===== src/rtl/sine_deltas_cordic.sv =====
// sine_deltas_cordic: 32-bit phase increment -> Q31 unit rotation {cos, sin} for the GXSM sine oscillator.
// Latency: M_AXIS_DELTAS_tvalid rises N_ITER+2 clocks after the accepting S handshake (one CORDIC stage per clock).
// Backpressure: S_tready low while busy; result held in DONE until M_tready (sticky valid when SINE_DELTAS_HOLD_EN).
//
// Ports:
//   aclk, areset                      clock (125 MHz), asynchronous active-high reset
//   S_AXIS_PHASE_tdata/tvalid/tready  phase increment, unsigned, 2^32 == 2*pi
//   M_AXIS_DELTAS_tdata/tvalid/tready [63:32] cos(dphi) Q31, [31:0] sin(dphi) Q31
//
// Optional macro SINE_DELTAS_HOLD_EN: tvalid becomes sticky after the first result,
// M_tready is ignored and DONE lasts a single cycle.
module sine_deltas_cordic #(
    parameter int N_ITER = 31,   // micro-rotations, 16..31
    parameter int GUARD  = 2     // extra integer bits in the x/y datapath
) (
    input  logic        aclk,
    input  logic        areset,
    input  logic [31:0] S_AXIS_PHASE_tdata,
    input  logic        S_AXIS_PHASE_tvalid,
    output logic        S_AXIS_PHASE_tready,
    output logic [63:0] M_AXIS_DELTAS_tdata,
    output logic        M_AXIS_DELTAS_tvalid,
    input  logic        M_AXIS_DELTAS_tready
);

    localparam int W = 32 + GUARD;

    // CORDIC gain compensation 0.6072529350 * 2^31, preloaded into x so no
    // post-scaling multiplier is needed.
    localparam logic signed [W-1:0] K_INIT   = W'(32'sd1304065748);
    localparam logic signed [W-1:0] SAT_POS  = {{(GUARD + 1){1'b0}}, {31{1'b1}}};
    localparam logic signed [W-1:0] SAT_NEG  = -SAT_POS;
    localparam logic [4:0]          ITER_LAST = 5'(N_ITER - 1);
    localparam logic [63:0]         IDENTITY = {32'h7FFF_FFFF, 32'h0000_0000};

    typedef enum logic [1:0] {
        IDLE = 2'd0,
        FOLD = 2'd1,
        ITER = 2'd2,
        DONE = 2'd3
    } state_t;

    state_t              state_q;
    state_t              state_d;

    logic [31:0]         phase_q;
    logic                neg_q;
    logic signed [W-1:0] x_q;
    logic signed [W-1:0] y_q;
    logic signed [31:0]  z_q;
    logic [4:0]          iter_q;
    logic [63:0]         tdata_q;
    logic                tvalid_q;

    // atan(2^-i) in phase units (2^32 == 2*pi), rounded.
    function automatic logic [31:0] atan_rom(input logic [4:0] idx);
        case (idx)
            5'd0:    atan_rom = 32'h2000_0000;
            5'd1:    atan_rom = 32'h12E4_051E;
            5'd2:    atan_rom = 32'h09FB_385B;
            5'd3:    atan_rom = 32'h0511_11D4;
            5'd4:    atan_rom = 32'h028B_0D43;
            5'd5:    atan_rom = 32'h0145_D7E1;
            5'd6:    atan_rom = 32'h00A2_F61E;
            5'd7:    atan_rom = 32'h0051_7C55;
            5'd8:    atan_rom = 32'h0028_BE53;
            5'd9:    atan_rom = 32'h0014_5F2F;
            5'd10:   atan_rom = 32'h000A_2F98;
            5'd11:   atan_rom = 32'h0005_17CC;
            5'd12:   atan_rom = 32'h0002_8BE6;
            5'd13:   atan_rom = 32'h0001_45F3;
            5'd14:   atan_rom = 32'h0000_A2FA;
            5'd15:   atan_rom = 32'h0000_517D;
            5'd16:   atan_rom = 32'h0000_28BE;
            5'd17:   atan_rom = 32'h0000_145F;
            5'd18:   atan_rom = 32'h0000_0A30;
            5'd19:   atan_rom = 32'h0000_0518;
            5'd20:   atan_rom = 32'h0000_028C;
            5'd21:   atan_rom = 32'h0000_0146;
            5'd22:   atan_rom = 32'h0000_00A3;
            5'd23:   atan_rom = 32'h0000_0051;
            5'd24:   atan_rom = 32'h0000_0029;
            5'd25:   atan_rom = 32'h0000_0014;
            5'd26:   atan_rom = 32'h0000_000A;
            5'd27:   atan_rom = 32'h0000_0005;
            5'd28:   atan_rom = 32'h0000_0003;
            5'd29:   atan_rom = 32'h0000_0001;
            5'd30:   atan_rom = 32'h0000_0001;
            default: atan_rom = 32'h0000_0000;
        endcase
    endfunction

    // Symmetric clamp: -2^31 is never produced so the oscillator's
    // complex multiply stays symmetric around zero.
    function automatic logic [31:0] sat_q31(input logic signed [W-1:0] v);
        if (v > SAT_POS) begin
            sat_q31 = 32'h7FFF_FFFF;
        end else if (v < SAT_NEG) begin
            sat_q31 = 32'h8000_0001;
        end else begin
            sat_q31 = v[31:0];
        end
    endfunction

    // Quadrant fold: phases in (pi/2, 3pi/2) are rotated by pi and the
    // result negated, leaving |z| <= pi/2 inside the CORDIC convergence range.
    logic                fold_neg;
    logic signed [31:0]  z_fold;
    logic signed [W-1:0] x_sh;
    logic signed [W-1:0] y_sh;
    logic signed [31:0]  atan_i;
    logic                rot_pos;
    logic signed [W-1:0] x_fin;
    logic signed [W-1:0] y_fin;

    assign fold_neg = phase_q[31] ^ phase_q[30];
    assign z_fold   = fold_neg ? $signed(phase_q - 32'h8000_0000) : $signed(phase_q);
    assign x_sh     = x_q >>> iter_q;
    assign y_sh     = y_q >>> iter_q;
    assign atan_i   = $signed(atan_rom(iter_q));
    assign rot_pos  = ~z_q[31];
    assign x_fin    = neg_q ? -x_q : x_q;
    assign y_fin    = neg_q ? -y_q : y_q;

    // State register
    always_ff @(posedge aclk or posedge areset) begin
        if (areset) begin
            state_q <= IDLE;
        end else begin
            state_q <= state_d;
        end
    end

    // Next-state logic
    always_comb begin
        state_d = state_q;
        case (state_q)
            IDLE: begin
                if (S_AXIS_PHASE_tvalid) begin
                    state_d = FOLD;
                end
            end
            FOLD: begin
                state_d = ITER;
            end
            ITER: begin
                if (iter_q == ITER_LAST) begin
                    state_d = DONE;
                end
            end
            DONE: begin
`ifdef SINE_DELTAS_HOLD_EN
                state_d = IDLE;
`else
                // First DONE cycle loads the result; leave only after the
                // registered valid has been accepted.
                if (tvalid_q && M_AXIS_DELTAS_tready) begin
                    state_d = IDLE;
                end
`endif
            end
            default: begin
                state_d = IDLE;
            end
        endcase
    end

    // Datapath and output registers
    always_ff @(posedge aclk or posedge areset) begin
        if (areset) begin
            phase_q  <= '0;
            neg_q    <= 1'b0;
            x_q      <= '0;
            y_q      <= '0;
            z_q      <= '0;
            iter_q   <= '0;
            tdata_q  <= IDENTITY;
            tvalid_q <= 1'b0;
        end else begin
            case (state_q)
                IDLE: begin
                    if (S_AXIS_PHASE_tvalid) begin
                        phase_q <= S_AXIS_PHASE_tdata;
                    end
                end
                FOLD: begin
                    z_q    <= z_fold;
                    neg_q  <= fold_neg;
                    x_q    <= K_INIT;
                    y_q    <= '0;
                    iter_q <= '0;
                end
                ITER: begin
                    if (rot_pos) begin
                        x_q <= x_q - y_sh;
                        y_q <= y_q + x_sh;
                        z_q <= z_q - atan_i;
                    end else begin
                        x_q <= x_q + y_sh;
                        y_q <= y_q - x_sh;
                        z_q <= z_q + atan_i;
                    end
                    iter_q <= iter_q + 5'd1;
                end
                DONE: begin
`ifdef SINE_DELTAS_HOLD_EN
                    tdata_q  <= {sat_q31(x_fin), sat_q31(y_fin)};
                    tvalid_q <= 1'b1;
`else
                    if (!tvalid_q) begin
                        tdata_q  <= {sat_q31(x_fin), sat_q31(y_fin)};
                        tvalid_q <= 1'b1;
                    end else if (M_AXIS_DELTAS_tready) begin
                        tvalid_q <= 1'b0;
                    end
`endif
                end
                default: begin
                end
            endcase
        end
    end

    // Gated with areset so no phase word is taken while reset is held.
    assign S_AXIS_PHASE_tready  = (state_q == IDLE) && !areset;
    assign M_AXIS_DELTAS_tdata  = tdata_q;
    assign M_AXIS_DELTAS_tvalid = tvalid_q;

endmodule


===== config.mk =====
export PLATFORM = sky130hd
export DESIGN_NAME = sine_deltas_cordic
export DESIGN_NICKNAME = d
export VERILOG_FILES = /design/src/rtl/sine_deltas_cordic.sv
export SDC_FILE = /design/constraint.sdc
export NUM_CORES = 1
export LEC_CHECK = 0
export CORE_MARGIN = 5
export CORE_UTILIZATION = 55
export CTS_BUF_LIST = sky130_fd_sc_hd__clkbuf_16
export DETAILED_ROUTE_END_ITERATION = 10
export PLACE_DENSITY = 0.74
export SLEW_MARGIN = 20
export SYNTH_ARGS = -nofsm -noshare
export SYNTH_HDL_FRONTEND = slang
export SYNTH_SLANG_ARGS = --single-unit

===== constraint.sdc =====
create_clock -name aclk -period 18.45 [get_ports aclk]
set_input_delay 3.69 -clock aclk [delete_from_list [all_inputs] [get_ports aclk]]
set_output_delay 3.69 -clock aclk [all_outputs]
set_load 0.02 [all_outputs]

# --- Word-level counts from Yosys, hierarchy flattened ---
# Memories as Yosys holds them, arrays and structs flattened.
# Index checks and enable logic that the tools add are counted.
# W data, S select, Z words.
op_classes:
  n_addsub: 10
  order_cmp: 4
  n_eq_ne: 7
  shift: 2
  muxes: 20
  bitwise_logic: 2
  reduce_logical: 8
ops:
  columns: ["op", "n"]
  rows:
  - ["$mux W32", 6]
  - ["$mux W34", 4]
  - ["$pmux W34 S2", 2]
  - ["$add A34 B34 Y34", 2]
  - ["$gt A34 B32 Y1 const B", 2]
  - ["$lt A34 B32 Y1 const B", 2]
  - ["$neg A34 Y34", 2]
  - ["$sshr A34 B5 Y34", 2]
  - ["$sub A34 B34 Y34", 2]
  - ["$pmux W32 S2", 1]
  - ["$add A32 B32 Y32", 1]
  - ["$sub A32 B32 Y32", 1]
  - ["$sub A32 B32 Y32 const B", 1]
  - ["$pmux W5 S2", 1]
  - ["$pmux W2 S4", 1]
  - ["$mux W2", 3]
  - ["$ne A2 B2 Y1 const B", 3]
  - ["$add A5 B1 Y5 const B", 1]
  - ["$eq A5 B5 Y1 const B", 1]
  - ["$eq A2 B2 Y1 const B", 2]
  - ["$reduce_and A2 Y1", 2]
  - ["$reduce_and A3 Y1", 1]
  - ["$eq A2 B1 Y1 const B", 1]
  - ["$logic_and A1 B1 Y1", 2]
  - ["6 further kinds", 7]
word_totals:
  ff_bits: 205
  romBits: 960
  inputBits: 36
  output_inout_bits: 66
  wordCells: 63
  mem_count: 1
mem_list:
  columns: ["name", "words", "width", "rd", "rd_clocked_by_memory_dff", "wr", "line_no", "source"]
  rows:
  - ["(no name shown)", 32, 30, 1, 0, 0, "57", "case (idx)"]

# --- Longest topological paths before layout ---
depth:
  depth_word: 5
  ltp_mapped: 29
  mapped_depth_nobuf: 23

# --- Least setup slack after synthesis ---
# OpenSTA, ideal clock, no wires.
synth_path:
  path_type: "input port to output port"
  startpoint: "input port areset"
  endpoint: "output port S_AXIS_PHASE_tready"
  arrival_time_ns: 3.994
  required_time_ns: 14.760
  path_slack_ns: 10.766
  stages: 1
  n_path_buf: 0
  cell_sequence: "nor2b_1"
synth_between:
  elab_chain_cells: 2
synth_lines:
  columns: ["element", "line_no", "source"]
  rows:
  - ["start: declaration", "17", "input logic areset,"]
  - ["$logic_not A1 Y1", "225", "assign S_AXIS_PHASE_tready = (state_q == IDLE) && !areset;"]
  - ["$logic_and A1 B1 Y1", "225", null]
  - ["end: declaration", "20", "output logic S_AXIS_PHASE_tready,"]
# Every way passes these cells.

# --- Worst setup path after layout ---
# Ends and elaborated chain as after synthesis.

==> results.toml <==
[routing]
firstDrtPassIters = 8
vias_per_cell = 6.89
ant_nets = 0
wl_per_cell_um = 25.1
drc = 0
drtIter0Drc = 2426
via_count = 21700
routed_wl_um = 79000

[placement]
gp_congestion = 1.05
io_buffers = 101
hpwl_um = 57200
post-place-ws_ns = 9.77

[clock_tree]
htreeDepth = 1
cts_hold_buffers = 0
post-cts-setup-buffer-count = 0
cts_tree = "done"
cts_inserted_buffers = 25
path_clk_slew_ns = 0.06
clkLatencyLatePin_ns = 0.55
cts_root_buffer = "clkbuf_16"
cts_sinks = 205
cts_buffer_depth = 3
post_cts_resized = 0

[grt]
grt_pass1_vias = 21100
overflow = 0
grt_usage_pct = 33.9
grt_pass1_wl_um = 121000
antenna_found_initial = 0
grt_max_degree = 140

[run_status]
status = "finished, final reports clean"

[yosys]
synth_area_mm2 = 0.0226
yosys_most_used_dff = "dfrtp_1"
synthesis.nets = 2819
synth.area.top_cells = "dfrtp_1 (19%), mux4_2 (7.2%), ha_1 (6.4%)"
yosysWarnings = 0
yosysTopAreaCell = "dfrtp_1"
synth_top_area_share_pct = 19.3
netlist_instances = 2665
syn_area_per_cell_um2 = 8.47
ys_seq_elements = 205
synth_edf_count = 0
seq_area_frac_synth_pct = 22.9
synth_async_sr_flop_share_pct = 100
ys_types = 104

[worst_setup_path]
crit_fanout = 2
crit_arrival_ns = 4.98
critPathKind = "in2out"
start_kind = "input pin"
required_ns = 14.76
cp-end-kind = "primary output"

[die]
fp.dieW_um = 213
dieHeight_um = 213
die_area_mm2 = 0.0452
rows = 74
pin_count = 102
core-area_mm2 = 0.0407
start_util_pct = 55.4

[sta]
fin_crit_ns = 8.67
maxSlewHeadroom_pct = 30.2
finClkSkew_ns = 0.0139
tightest_slew_ns = 1.05
hold_viol = 0
fin_setup_tns_ns = 0
rsz0062_at_grt = "false"
drv_slew = 0
worst_slack_ns = 9.78
finalCritPeriodShare_pct = 47.0
finalSetupViolations = 0
max_freq_ghz = 0.115

[hold_path]
holdCritPathClass = "reg2reg"

[cells_and_area]
area_delta_synth_final_pct = 7.91
fin_nets = 2752
num_antenna_cells = 0
final_util_pct = 59.8
drive_gt1_share_pct = 11.4

[run]
maxCapViolCount = 0
## layout make-up
| type | instances | area (µm²) |
|---|---|---|
| fillers | 3669 | 16400 |
| multi-input cells | 2177 | 16200 |
| flip-flops and latches | 205 | 5180 |
| repair buffers | 129 | 1240 |
| well taps | 532 | 666 |
| clock buffers | 25 | 626 |
| inverters | 60 | 233 |
| clock inverters | 19 | 205 |
## logic make-up (layout without fill, tap and decap cells)
family | after synthesis | in the layout | synth area share (%)
fa+ha+maj | 118 | 118 | 6.64
mux | 222 | 222 | 14.2
xor+xnor | 230 | 230 | 8.92
buf+inv | 283 | 233 | 5.52
simple gates | 772 | 772 | 16.9
compound gates | 835 | 835 | 25.0
flops | 205 | 205 | 22.9
## worst paths after layout
| path | slack [ns] | end | from | cells after the start |
|---|---|---|---|---|
| max | 9.78 | S_AXIS_PHASE_tready | areset | 3 |
| min | 0.48 | M_AXIS_DELTAS_tdata[29] | M_AXIS_DELTAS_tdata[29] | 2 |
| max reg2reg | 9.82 | z_q[31] | iter_q[3] | 23 |
| min reg2reg | 0.48 | M_AXIS_DELTAS_tdata[29] | M_AXIS_DELTAS_tdata[29] | 2 |
| max in group asynchronous | 13.65 | iter_q[1] | areset | 3 |
| min in group asynchronous | 3.56 | state_q[1] | areset | 2 |
## placed cells by master, fill, tap and decap left out, drive strengths merged, types with 34 or more instances in the layout
master and instances:
o22ai 66, xnor2 119, clkdlybuf4s50 101, dfrtp 174, inv 68, a21o 63
mux2 66, nor2 248, mux2i 84, a21oi 192, a211oi 34, a22o 38
o21ai 138, xor2 111, nand2b 37, a31oi 45, nand2 209, nand3 36
mux4 72, o31ai 38, ha 115
## worst max-delay path, cell delays in order
cell             delay (ns)
clkdlybuf4s50_1        0.51
nor2b_1                0.16
clkdlybuf4s50_1        0.61
## metal layers
layer	wire (µm)	share of wire, %	GRT usage [%]	up-vias
met3	5910	7.5	4.29	265
met4	5030	6.4	17.5	0
met1	31200	40	43.6	10600
li1	-	-	-	9795
met2	36800	47	56.2	1047
met5	0	0	0	-
## state kept, by name, indices dropped and copies added, names as in the netlist
name / flops
M_AXIS_DELTAS_tdata: 64
x_q: 34
y_q: 34
phase_q: 32
z_q: 32
iter_q: 5
state_q: 2
M_AXIS_DELTAS_tvalid: 1
neg_q: 1
## through the flow
stage	cells	instance area [µm²]	hold WS, ns
2_1_floorplan	2665	22600	0.460
3_3_place_gp	3102	23500	0.467
3_5_place_dp	3102	23500	0.472
4_1_cts	3146	24300	0.484
5_1_grt	3147	24400	0.519
6_report	3147	24400	0.479
## cells in the mapped netlist, types with 10 or more instances
cell,number
a22o_1,38
o31ai_1,34
and2_1,19
nor2_1,247
clkbuf_1,137
dfrtp_1,174
a221oi_1,11
o211ai_1,26
o21ai_0,134
and3_1,29
buf_1,29
inv_1,55
o21a_1,25
dfstp_2,31
a21o_1,63
nor4_1,15
a211oi_1,34
xor2_1,111
buf_6,15
xnor2_1,119
nor3b_1,10
ha_1,115
nor2b_1,31
mux2i_1,83
nand2b_1,36
o21bai_1,12
nand3_1,36
mux2_2,66
nor3_1,29
o221ai_1,10
a21oi_1,192
nand4_1,20
or2_2,13
o22ai_1,66
mux4_2,72
a31oi_1,45
a22oi_1,23
nand2_1,209
buf_2,33
or3_1,28
Power is not shown: default switching activity piles up to over one toggle a cycle in this logic, so the estimate is an artifact.
